**config.mk**
```make
export PLATFORM = sky130hd
export DESIGN_NAME = mem_lsu_flat
export DESIGN_NICKNAME = d
export VERILOG_FILES = /design/src/rtl/mem_lsu_pkg.sv /design/src/rtl/mem_lsu_if.sv /design/src/rtl/mem_lsu_align.sv /design/src/rtl/mem_lsu.sv /design/src/flat_wrapper.sv
export SDC_FILE = /design/constraint.sdc
export NUM_CORES = 1
export LEC_CHECK = 0
export BUFFER_PORTS_ARGS = -buffer_cell sky130_fd_sc_hd__buf_4
export CORE_MARGIN = 8
export CORE_UTILIZATION = 35
export CTS_BUF_LIST = sky130_fd_sc_hd__clkbuf_16
export DETAILED_ROUTE_END_ITERATION = 16
export GPL_TIMING_DRIVEN = 0
export PLACE_DENSITY = 0.65
export SLEW_MARGIN = 20
export SYNTH_ARGS = -nofsm -noshare
export SYNTH_HDL_FRONTEND = slang
export SYNTH_SLANG_ARGS = --single-unit
```
**constraint.sdc**
```tcl
create_clock -name Clk -period 2.05 [get_ports Clk]
set_input_delay 0.3075 -clock Clk [delete_from_list [all_inputs] [get_ports Clk]]
set_output_delay 0.3075 -clock Clk [all_outputs]
set_load 0.01 [all_outputs]
```
**src/rtl/mem_lsu_pkg.sv**
```systemverilog
`default_nettype none
// +-----------------------------------------------------------------------------
// | mem_lsu_pkg
// | Shared FSM states, funct3 codes, byte-strobe codes and the op-legality rule.
// | Revision: 1.0
// +-----------------------------------------------------------------------------
package mem_lsu_pkg;

    typedef enum logic [2:0] {
        S_IDLE      = 3'd0,
        S_ISSUE     = 3'd1,
        S_CAPTURE   = 3'd2,
        S_RESP      = 3'd3,
        S_DBG_IDLE  = 3'd4,
        S_DBG_WRITE = 3'd5
    } lsu_state_t;

    localparam logic [2:0] OP_B  = 3'b000;
    localparam logic [2:0] OP_H  = 3'b001;
    localparam logic [2:0] OP_W  = 3'b010;
    localparam logic [2:0] OP_BU = 3'b100;
    localparam logic [2:0] OP_HU = 3'b101;

    localparam logic [3:0] WR_B = 4'h1;
    localparam logic [3:0] WR_H = 4'h3;
    localparam logic [3:0] WR_W = 4'hF;

    // Stores have no unsigned forms; loads accept the five RV32 widths.
    function automatic logic op_legal(input logic we, input logic [2:0] op);
        if (we) begin
            return (op == OP_B) || (op == OP_H) || (op == OP_W);
        end
        return (op == OP_B) || (op == OP_H) || (op == OP_W) ||
               (op == OP_BU) || (op == OP_HU);
    endfunction

endpackage
`default_nettype wire

```
**src/rtl/mem_lsu_if.sv**
```systemverilog
`default_nettype none
// +-----------------------------------------------------------------------------
// | mem_lsu_if
// | Core request/response, debug-init and memory-side signals of the LSU.
// | Revision: 1.0
// +-----------------------------------------------------------------------------
interface mem_lsu_if;
    logic        req_valid;
    logic        req_ready;
    logic        req_we;
    logic [2:0]  req_op;
    logic [31:0] req_addr;
    logic [31:0] req_wdata;

    logic        rsp_valid;
    logic        rsp_ready;
    logic [31:0] rsp_rdata;
    logic        rsp_err;

    logic        dbg_mode;
    logic        dbg_active;
    logic        dbg_valid;
    logic        dbg_ready;
    logic [31:0] dbg_addr;
    logic [31:0] dbg_data0;
    logic [31:0] dbg_data1;
    logic        dbg_err;
    logic [15:0] dbg_words;

    logic [31:0] mem_address;
    logic [31:0] mem_datain1;
    logic [31:0] mem_datain2;
    logic [3:0]  mem_wr;
    logic        mem_enable_debug;
    logic [31:0] mem_dataout;

    modport slave (
        input  req_valid, req_we, req_op, req_addr, req_wdata, rsp_ready,
               dbg_mode, dbg_valid, dbg_addr, dbg_data0, dbg_data1, mem_dataout,
        output req_ready, rsp_valid, rsp_rdata, rsp_err, dbg_active, dbg_ready,
               dbg_err, dbg_words, mem_address, mem_datain1, mem_datain2, mem_wr,
               mem_enable_debug
    );

    modport master (
        output req_valid, req_we, req_op, req_addr, req_wdata, rsp_ready,
               dbg_mode, dbg_valid, dbg_addr, dbg_data0, dbg_data1, mem_dataout,
        input  req_ready, rsp_valid, rsp_rdata, rsp_err, dbg_active, dbg_ready,
               dbg_err, dbg_words, mem_address, mem_datain1, mem_datain2, mem_wr,
               mem_enable_debug
    );
endinterface
`default_nettype wire

```
**src/rtl/mem_lsu_align.sv**
```systemverilog
`default_nettype none
// +-----------------------------------------------------------------------------
// | mem_lsu_align
// | Combinational op decode: store byte strobes, legality and load extension.
// | Revision: 1.0
// +-----------------------------------------------------------------------------
module mem_lsu_align
    import mem_lsu_pkg::*;
(
    input  logic [2:0]  op_i,
    input  logic        we_i,
    input  logic [31:0] dataout_i,
    output logic [3:0]  strobe_o,
    output logic        legal_o,
    output logic [31:0] rdata_o
);

    always_comb begin
        legal_o  = op_legal(we_i, op_i);
        strobe_o = 4'h0;
        rdata_o  = dataout_i;
        case (op_i)
            OP_B: begin
                strobe_o = WR_B;
                rdata_o  = {{24{dataout_i[7]}}, dataout_i[7:0]};
            end
            OP_H: begin
                strobe_o = WR_H;
                rdata_o  = {{16{dataout_i[15]}}, dataout_i[15:0]};
            end
            OP_W: begin
                strobe_o = WR_W;
                rdata_o  = dataout_i;
            end
            OP_BU: rdata_o = {24'h0, dataout_i[7:0]};
            OP_HU: rdata_o = {16'h0, dataout_i[15:0]};
            default: ;
        endcase
        if (!we_i || !legal_o) begin
            strobe_o = 4'h0;
        end
    end

endmodule
`default_nettype wire

```
**src/rtl/mem_lsu.sv**
```systemverilog
`default_nettype none
// +-----------------------------------------------------------------------------
// | mem_lsu
// | Load/store initiator for Memoria32Data with a dual-word debug-init path.
// | Revision: 1.0
// +-----------------------------------------------------------------------------
module mem_lsu
    import mem_lsu_pkg::*;
#(
    parameter int                ADDR_W       = 12,
    parameter logic [ADDR_W-1:0] DBG_ADDR_MAX = 12'hFF8
) (
    input  logic     Clk,
    input  logic     Reset,
    mem_lsu_if.slave bus
);

    lsu_state_t  state_q, state_d;
    logic [31:0] addr_q, data0_q, data1_q, rsp_rdata_q;
    logic [2:0]  op_q;
    logic        we_q, rsp_err_q, dbg_active_q, dbg_err_q;
    logic [15:0] dbg_words_q;

    logic [3:0]  strobe;
    logic        legal;
    logic [31:0] ext_rdata;
    logic        dbg_bad;

    mem_lsu_align u_align (
        .op_i      (op_q),
        .we_i      (we_q),
        .dataout_i (bus.mem_dataout),
        .strobe_o  (strobe),
        .legal_o   (legal),
        .rdata_o   (ext_rdata)
    );

    assign dbg_bad = (bus.dbg_addr[1:0] != 2'b00) ||
                     (bus.dbg_addr[ADDR_W-1:0] > DBG_ADDR_MAX);

    always_ff @(posedge Clk) begin
        if (Reset) begin
            state_q <= S_IDLE;
        end else begin
            state_q <= state_d;
        end
    end

    always_comb begin
        state_d = state_q;
        case (state_q)
            S_IDLE: begin
                if (bus.dbg_mode) begin
                    state_d = S_DBG_IDLE;
                end else if (bus.req_valid) begin
                    state_d = S_ISSUE;
                end
            end
            S_ISSUE:   state_d = (we_q || !legal) ? S_RESP : S_CAPTURE;
            S_CAPTURE: state_d = S_RESP;
            S_RESP: begin
                if (bus.rsp_ready) begin
                    state_d = S_IDLE;
                end
            end
            S_DBG_IDLE: begin
                if (!bus.dbg_mode) begin
                    state_d = S_IDLE;
                end else if (bus.dbg_valid && !dbg_bad) begin
                    state_d = S_DBG_WRITE;
                end
            end
            S_DBG_WRITE: state_d = S_DBG_IDLE;
            default:     state_d = S_IDLE;
        endcase
    end

    // Reset gates the strobes directly so an in-flight write never lands.
    always_comb begin
        bus.req_ready = (state_q == S_IDLE) && !dbg_active_q;
        bus.rsp_valid = (state_q == S_RESP);
        bus.dbg_ready = (state_q == S_DBG_IDLE);
        bus.mem_wr    = 4'h0;
        if (!Reset) begin
            if (state_q == S_ISSUE) begin
                bus.mem_wr = strobe;
            end else if (state_q == S_DBG_WRITE) begin
                bus.mem_wr = 4'hF;
            end
        end
    end

    always_ff @(posedge Clk) begin
        if (Reset) begin
            addr_q       <= 32'h0;
            data0_q      <= 32'h0;
            data1_q      <= 32'h0;
            op_q         <= 3'h0;
            we_q         <= 1'b0;
            rsp_rdata_q  <= 32'h0;
            rsp_err_q    <= 1'b0;
            dbg_active_q <= 1'b0;
            dbg_err_q    <= 1'b0;
            dbg_words_q  <= 16'h0;
        end else begin
            dbg_err_q <= 1'b0;
            case (state_q)
                S_IDLE: begin
                    if (bus.dbg_mode) begin
                        dbg_active_q <= 1'b1;
                        dbg_words_q  <= 16'h0;
                    end else if (bus.req_valid) begin
                        addr_q      <= bus.req_addr;
                        data0_q     <= bus.req_wdata;
                        op_q        <= bus.req_op;
                        we_q        <= bus.req_we;
                        rsp_rdata_q <= 32'h0;
                        rsp_err_q   <= 1'b0;
                    end
                end
                S_ISSUE:   rsp_err_q   <= !legal;
                S_CAPTURE: rsp_rdata_q <= ext_rdata;
                S_DBG_IDLE: begin
                    if (!bus.dbg_mode) begin
                        dbg_active_q <= 1'b0;
                    end else if (bus.dbg_valid) begin
                        if (dbg_bad) begin
                            dbg_err_q <= 1'b1;
                        end else begin
                            addr_q  <= bus.dbg_addr;
                            data0_q <= bus.dbg_data0;
                            data1_q <= bus.dbg_data1;
                        end
                    end
                end
                S_DBG_WRITE: begin
                    dbg_words_q <= (dbg_words_q > 16'hFFFD) ? 16'hFFFF
                                                            : dbg_words_q + 16'd2;
                end
                default: ;
            endcase
        end
    end

    assign bus.rsp_rdata        = rsp_rdata_q;
    assign bus.rsp_err          = rsp_err_q;
    assign bus.dbg_active       = dbg_active_q;
    assign bus.dbg_err          = dbg_err_q;
    assign bus.dbg_words        = dbg_words_q;
    assign bus.mem_address      = addr_q;
    assign bus.mem_datain1      = data0_q;
    assign bus.mem_datain2      = data1_q;
    assign bus.mem_enable_debug = dbg_active_q;

endmodule
`default_nettype wire

```
**src/flat_wrapper.sv**
```systemverilog
// flat-port wrapper written by rule: the top's interface ports become plain ports
module mem_lsu_flat import mem_lsu_pkg::*;
#(
    parameter int                ADDR_W       = 12,
    parameter logic [ADDR_W-1:0] DBG_ADDR_MAX = 12'hFF8
)
  (Clk, Reset, bus_req_valid, bus_req_we, bus_req_op, bus_req_addr, bus_req_wdata, bus_rsp_ready, bus_dbg_mode, bus_dbg_valid, bus_dbg_addr, bus_dbg_data0, bus_dbg_data1, bus_mem_dataout, bus_req_ready, bus_rsp_valid, bus_rsp_rdata, bus_rsp_err, bus_dbg_active, bus_dbg_ready, bus_dbg_err, bus_dbg_words, bus_mem_address, bus_mem_datain1, bus_mem_datain2, bus_mem_wr, bus_mem_enable_debug);
  mem_lsu_if bus_i ();
  input  logic Clk;
  input  logic Reset;
  input wire logic [$bits(bus_i.req_valid)-1:0] bus_req_valid;
  input wire logic [$bits(bus_i.req_we)-1:0] bus_req_we;
  input wire logic [$bits(bus_i.req_op)-1:0] bus_req_op;
  input wire logic [$bits(bus_i.req_addr)-1:0] bus_req_addr;
  input wire logic [$bits(bus_i.req_wdata)-1:0] bus_req_wdata;
  input wire logic [$bits(bus_i.rsp_ready)-1:0] bus_rsp_ready;
  input wire logic [$bits(bus_i.dbg_mode)-1:0] bus_dbg_mode;
  input wire logic [$bits(bus_i.dbg_valid)-1:0] bus_dbg_valid;
  input wire logic [$bits(bus_i.dbg_addr)-1:0] bus_dbg_addr;
  input wire logic [$bits(bus_i.dbg_data0)-1:0] bus_dbg_data0;
  input wire logic [$bits(bus_i.dbg_data1)-1:0] bus_dbg_data1;
  input wire logic [$bits(bus_i.mem_dataout)-1:0] bus_mem_dataout;
  output wire logic [$bits(bus_i.req_ready)-1:0] bus_req_ready;
  output wire logic [$bits(bus_i.rsp_valid)-1:0] bus_rsp_valid;
  output wire logic [$bits(bus_i.rsp_rdata)-1:0] bus_rsp_rdata;
  output wire logic [$bits(bus_i.rsp_err)-1:0] bus_rsp_err;
  output wire logic [$bits(bus_i.dbg_active)-1:0] bus_dbg_active;
  output wire logic [$bits(bus_i.dbg_ready)-1:0] bus_dbg_ready;
  output wire logic [$bits(bus_i.dbg_err)-1:0] bus_dbg_err;
  output wire logic [$bits(bus_i.dbg_words)-1:0] bus_dbg_words;
  output wire logic [$bits(bus_i.mem_address)-1:0] bus_mem_address;
  output wire logic [$bits(bus_i.mem_datain1)-1:0] bus_mem_datain1;
  output wire logic [$bits(bus_i.mem_datain2)-1:0] bus_mem_datain2;
  output wire logic [$bits(bus_i.mem_wr)-1:0] bus_mem_wr;
  output wire logic [$bits(bus_i.mem_enable_debug)-1:0] bus_mem_enable_debug;
  assign bus_i.req_valid = bus_req_valid;
  assign bus_i.req_we = bus_req_we;
  assign bus_i.req_op = bus_req_op;
  assign bus_i.req_addr = bus_req_addr;
  assign bus_i.req_wdata = bus_req_wdata;
  assign bus_i.rsp_ready = bus_rsp_ready;
  assign bus_i.dbg_mode = bus_dbg_mode;
  assign bus_i.dbg_valid = bus_dbg_valid;
  assign bus_i.dbg_addr = bus_dbg_addr;
  assign bus_i.dbg_data0 = bus_dbg_data0;
  assign bus_i.dbg_data1 = bus_dbg_data1;
  assign bus_i.mem_dataout = bus_mem_dataout;
  assign bus_req_ready = bus_i.req_ready;
  assign bus_rsp_valid = bus_i.rsp_valid;
  assign bus_rsp_rdata = bus_i.rsp_rdata;
  assign bus_rsp_err = bus_i.rsp_err;
  assign bus_dbg_active = bus_i.dbg_active;
  assign bus_dbg_ready = bus_i.dbg_ready;
  assign bus_dbg_err = bus_i.dbg_err;
  assign bus_dbg_words = bus_i.dbg_words;
  assign bus_mem_address = bus_i.mem_address;
  assign bus_mem_datain1 = bus_i.mem_datain1;
  assign bus_mem_datain2 = bus_i.mem_datain2;
  assign bus_mem_wr = bus_i.mem_wr;
  assign bus_mem_enable_debug = bus_i.mem_enable_debug;
  mem_lsu #(.ADDR_W(ADDR_W), .DBG_ADDR_MAX(DBG_ADDR_MAX)) u_core (.Clk(Clk), .Reset(Reset), .bus(bus_i));
endmodule
```
=== Yosys cells after proc, flatten, opt, wreduce, memory -nomap -nowiden ===
Cells that the tools add are included.

* Magnitude comparators: 2
* Equality and inequality tests: 19
* Mux-type cells: 41
* Reduce and logical (&&, ||, !) cells: 29
* Add/sub/neg operators: 1
* Bitwise logic cells: 4

{| class="wikitable"
|+ Operators with widths
! operator !! number
|-
| $mux W32 || 12
|-
| $pmux W32 S2 || 3
|-
| $pmux W32 S4 || 1
|-
| $mux W16 || 2
|-
| $pmux W16 S2 || 1
|-
| $pmux W3 S6 || 1
|-
| $add A16 B2 Y16 const B || 1
|-
| $gt A16 B16 Y1 const B || 1
|-
| $mux W4 || 4
|-
| $ne A2 B2 Y1 const B || 8
|-
| $mux W3 || 5
|-
| $reduce_and A3 Y1 || 5
|-
| $eq A3 B3 Y1 const B || 4
|-
| $gt A12 B12 Y1 const B || 1
|-
| $pmux W4 S3 || 1
|-
| $reduce_bool A2 Y1 || 5
|-
| $eq A3 B2 Y1 const B || 3
|-
| $mux W1 || 9
|-
| $logic_or A1 B1 Y1 || 7
|-
| $eq A3 B1 Y1 const B || 2
|-
| $logic_not A3 Y1 || 2
|-
| $reduce_and A6 Y1 || 1
|-
| $logic_not A1 Y1 || 4
|-
| $not A1 Y1 || 4
|-
| 7 further kinds || 9
|}

* Output and inout bits: 155
* Bits of input ports: 202
* Logic and storage cells: 107
* Register bits after elaboration: 154

=== Longest topological paths before layout ===
* Depth after elaboration: 11
* Gate-level depth with buffers: 7
* Gate-level depth less buffers: 5

=== Hierarchy ===
From an unflattened synthesis, not the netlist that was laid out.

* Cells, all modules: 962
* Area, all modules: 7,940.1 µm²

{| class="wikitable"
|+ By module, submodules not included
! module !! sequential area each (µm²) !! area each (µm²) !! cells an instance !! instances
|-
| mem_lsu || 3,083.0 || 7,552.2 || 887 || 1
|-
| mem_lsu_align || 0.0 || 387.9 || 75 || 1
|}

=== Least setup slack after synthesis ===
OpenSTA, ideal clock, no wires.

* Path type: reg2reg
* Start point: register u_core.dbg_words_q[2] (netlist: u_core.bus.dbg_words[2])
* End point: register u_core.dbg_words_q[15] (netlist: u_core.bus.dbg_words[15])
* Data arrival time: 1.746 ns
* Setup time: 0.063 ns
* Clock period less this slack: 1.808 ns
* Path slack: 0.242 ns
* Required time: 1.987 ns
* Stages on the path, launching flop included: 6
* Buffers on the path: 0
* Path through: dfxtp_1 -> ha_1 -> nand3_1 -> or4_4 -> or4_1 -> nand3_1

* Cells in the longest elaborated chain, start to end: 3
* Elaborated cells between the ends (all ways): 4
* Classes of those cells: 1 x add/sub; 1 x order compare; 2 x mux

{| class="wikitable"
|+ RTL lines
! item !! line !! text
|-
| from (decl) || mem_lsu.sv:22 || <nowiki>logic [15:0] dbg_words_q;</nowiki>
|-
| from (signal assigned) || mem_lsu.sv:137 || <nowiki>dbg_words_q <= (dbg_words_q > 16'hFFFD) ? 16'hFFFF</nowiki>
|-
| $add A16 B2 Y16 / $gt A16 B16 Y1 (equally long branches) || mem_lsu.sv:138, mem_lsu.sv:137 ||
|-
| $mux W16 (*) || mem_lsu.sv:137 ||
|-
| $pmux W16 S2 (*) || mem_lsu.sv:107 || <nowiki>case (state_q)</nowiki>
|}

Mark *: on every way between the ends. The rest lies on a longest branch, timed or not.
A chain may end at the register's enable or synchronous reset.

=== Worst setup path in the final report ===
* Start point: register u_core.op_q[0]
* End point: output bus_mem_wr[3]

* Cells in the longest elaborated chain, start to end: 11
* Elaborated cells between the ends (all ways): 17
* Classes of those cells: 4 x eq/ne; 6 x mux; 7 x reduce/logical

{| class="wikitable"
|+ RTL lines
! item !! line !! text
|-
| from (decl) || mem_lsu.sv:20 || <nowiki>logic [2:0] op_q;</nowiki>
|-
| from (signal assigned) || mem_lsu.sv:115 || <nowiki>op_q <= bus.req_op;</nowiki>
|-
| $eq A3 B1 Y1 / $logic_not A3 Y1 (equally long branches) || mem_lsu_pkg.sv:31, mem_lsu_pkg.sv:33, mem_lsu_align.sv:22 ||
|-
| $logic_or A1 B1 Y1 (2 in series) || mem_lsu_pkg.sv:31, mem_lsu_pkg.sv:33 ||
|-
| $logic_or A1 B1 Y1 || mem_lsu_pkg.sv:33 || <nowiki>return (op == OP_B) || (op == OP_H) || (op == OP_W) ||</nowiki>
|-
| $logic_or A1 B1 Y1 || mem_lsu_pkg.sv:34 || <nowiki>(op == OP_BU) || (op == OP_HU);</nowiki>
|-
| $mux W1 || mem_lsu_pkg.sv:33 ||
|-
| $logic_not A1 Y1 || mem_lsu_align.sv:39 || <nowiki>if (!we_i || !legal_o) begin</nowiki>
|-
| $logic_or A1 B1 Y1 || mem_lsu_align.sv:39 ||
|-
| $mux W4 (*) || mem_lsu_align.sv:39 ||
|-
| $mux W4 (*) || mem_lsu.sv:85 || <nowiki>if (state_q == S_ISSUE) begin</nowiki>
|-
| $mux W4 (*) || mem_lsu.sv:84 || <nowiki>if (!Reset) begin</nowiki>
|-
| to (decl) || flat_wrapper.sv:34 || <nowiki>output wire logic [$bits(bus_i.mem_wr)-1:0] bus_mem_wr;</nowiki>
|}

Mark *: on every way between the ends. The rest lies on a longest branch, timed or not. The select of a mux whose other input is x is not followed.

==> flow_summary.yaml <==
synth:
  yosys_warnings: 0
  async_reset_ff_share_pct: 0
  synth_ff_type: "dfxtp_1"
  syn_nets: 965
  synth_area_per_cell_um2: 8.729
  yosysSeqAreaShare_pct: 46.35
  synth_edf_count: 0
  synth_cell_types: 51
  netlist_area_um2: 6651
  synth_cells: 762
  ys_ff_latch: 154
pwr:
  swShare_pct: 26.85
  p_leak_uw: 0.004635
  switchingPower_uw: 2199
  combPwrFrac_pct: 19.8
  pwr_density_cell_nw_per_um2: 792.2
  clock_power_share_pct: 39.8
  peakVddDrop_uv: 549.7
  p_int_uw: 5990
  share_seq_of_total_power_pct: 40.4
worst_setup_path:
  worstSetupEndpointType: "primary output"
  startpoint_type: "flip-flop"
  slowest_stage: "dfxtp_1"
  cp.required_ns: 1.74
  slowest_delay_ns: 0.47
  critPathArrivalTime_ns: 1.66
  worstSetupPathType: "flip-flop to primary output"
  worst-path-buf-inv: 3
  cp_max_fo: 10
  path_cells: "clkbuf_2 -> nand2b_1 -> o21ai_4 -> buf_4 -> buf_4"
  crit_family: "buffers and inverters"
  crit_top_cell: "buf_4"
detailed_routing:
  finalWirelength_mm: 27.00
  vias: 7314
  remaining_drc_errors: 0
  avgRoutedWirePerCell_um: 19.52
  drt-pass1-iter-count: 6
  drt_iter0_markers: 367
  vias_per_cell: 5.289
  final_antenna_net_count: 0
global_route:
  grt-ovfl-total: 0
  grt_pass1_vias: 7451
  grt_max_degree: 17
  antenna_found_initial: 0
  grt_usage_pct: 21.89
  grt_first_pass_wirelength_mm: 41.39
clocking:
  cts.path.max_buffers: 2
  insertion_delay_ns: 0.42
  cts.sinks: 154
  cts_root_buf: "clkbuf_16"
  clkTransAtPathRegs_ns: 0.06
  cts_tree: "built"
  htreeDepth: 4
  cts_inserted_buffers: 17
  cts_hold_buffers: 0
floorplan:
  start_util_pct: 35.56
  fp.dieH_um: 153.9
  dieArea_um2: 23670
  core-area_um2: 18710
  die_w_um: 153.9
  io-pin-count: 357
  fp-row-count: 50
layout:
  regArea_um2: 3089
  fin_util_pct: 55.26
  fin_cells: 1383
  multi_input_area_um2: 3294
  nets: 1339
  stdcell_area_um2: 10340
  diodes: 0
  fillCellCount: 1791
  synthToLayoutAreaGrowth_pct: 55.40
  final_common_cell: "buf_4"
  final_cell_mix: "360 x buf_4, 151 x dfxtp_1, 73 x a22oi_1, 66 x nand2b_1, 65 x o22ai_1"
  drive_gt1_share_pct: 38.21
sta:
  hold_ws_ns: 0.1189
  maxClockFrequency_mhz: 508.1
  finalHoldViolations: 0
  tns_ns: 0
  fin_crit_sh_pct: 96.01
  tightest_slew_ns: 0.8024
  relSlewSlack_pct: 46.18
  fin_crit_ns: 1.968
  rsz0062_at_grt: "false"
  drv_slew: 0
  clock_skew_ns: 0.01189
  setup_viol: 0
worst_hold_path:
  min_path_type: "primary input to flip-flop"
job:
  cap_violations: 0
place:
  placed_cell_area_um2: 9617
  dp.cells: 1352
  port_buffers: 356
  gp_congestion: 0.8291
  dpl.hpwl_mm: 21.07
run_status:
  status: "finished clean"
[layout make-up]
class	instances	share of cell area (%)
inverter	3	0.1574
multi-input combinational	528	31.87
clock inverter	15	1.743
buffer	74	3.389
tap	234	2.833
clock buffer	17	4.116
timing repair buffer	358	26.00
sequential	154	29.89
[per-layer routing]
layer | track usage (%) | vias up | wire [um]
met5 | 0 | - | 0
met4 | 6.486 | 0 | 479
met3 | 7.876 | 24 | 2214
met2 | 38.33 | 303 | 13600
met1 | 24.50 | 3415 | 10700
li1 | - | 3572 | -
[registers in the layout (all words and copies together) (netlist names)]
signal,count
u_core.bus.mem_datain1,32
u_core.bus.dbg_err,1
u_core.op_q,3
u_core.bus.rsp_err,1
u_core.bus.rsp_rdata,32
u_core.bus.dbg_words,16
u_core.state_q,3
u_core.we_q,1
u_core.bus.mem_datain2,32
u_core.bus.mem_address,32
u_core.bus.dbg_active,1
[power by group through the flow]
stage | sequential (uW) | combinational [uW] | clock [uW]
after detailed placement | 3360 | 1600 | 0
final | 3310 | 1620 | 3260
after CTS | 3300 | 1630 | 3320
after global placement | 3350 | 1600 | 0
after global routing | 3330 | 1750 | 3460
after floorplan | 3430 | 634 | 0
[logic make-up (layout without fill, tap and decap cells)]
| family | Yosys count | count (layout) | synth area share [%] |
|---|---|---|---|
| mux | 6 | 6 | 0.9030 |
| simple gates | 219 | 219 | 18.70 |
| buf+inv | 80 | 467 | 5.022 |
| xor+xnor | 1 | 1 | 0.1317 |
| fa+ha+maj | 1 | 1 | 0.1881 |
| flops | 154 | 154 | 46.35 |
| compound gates | 301 | 301 | 28.71 |
[worst register-to-register path, cell delays in order, from the launching register on]
cell     delay [ns]
dfxtp_2        0.33
buf_6          0.12
buf_4          0.16
nor4b_1        0.50
nor3_1         0.25
a21o_2         0.24
a22o_1         0.21
[Yosys cell counts, types with 2 or more instances]
cell	count	area (um2)
nor2b_1	20	125.1
o21ai_2	3	26.28
nand2b_1	67	419.2
buf_1	4	15.01
o2bb2ai_1	16	140.1
clkbuf_1	50	187.7
inv_1	2	7.510
nor3_1	9	45.04
o31a_1	2	17.52
o211ai_1	3	22.52
buf_4	2	15.01
buf_2	21	105.1
nor2_1	37	138.9
o22a_1	2	17.52
nand4_1	4	25.02
nand2_1	13	48.80
nand3_1	40	200.2
o311ai_0	2	17.52
dfxtp_1	154	3083
mux2i_1	6	60.06
a21oi_1	63	315.3
o31ai_1	2	15.01
and2_1	4	25.02
a22oi_1	73	548.0
o21ai_0	61	305.3
nor4b_1	2	17.52
a31oi_1	2	12.51
o22ai_1	65	406.6
or4_1	3	22.52
nand3b_1	4	30.03
nor4_1	5	31.28
o21a_1	2	15.01
[path summary, 6_finish.rpt]
check	from	endpoint	slack [ns]	cells past startpoint
hold / removal	bus_req_op[0]	u_core.op_q[0]	0.12	3
setup / recovery	u_core.op_q[0]	bus_mem_wr[3]	0.08	5
hold reg to reg	u_core.bus.rsp_rdata[29]	u_core.bus.rsp_rdata[29]	0.47	1
setup reg to reg	u_core.state_q[2]	u_core.bus.dbg_words[13]	0.13	6
[stage by stage]
step | total power [uW] | setup slack, ns
2_1_floorplan | 4065 | 0.2416
6_report | 8189 | 0.08189
3_5_place_dp | 4959 | -0.4560
4_1_cts | 8256 | 0.006910
3_3_place_gp | 4951 | -0.4571
5_1_grt | 8544 | 0.0007023
[timing repair]
item,4_1_cts,5_1_grt
pin swaps,1,1
endpoints found under the setup margin,72,28
buffers inserted,1,1
gates resized for setup,27,16
Power figures use the tool's default switching activity.
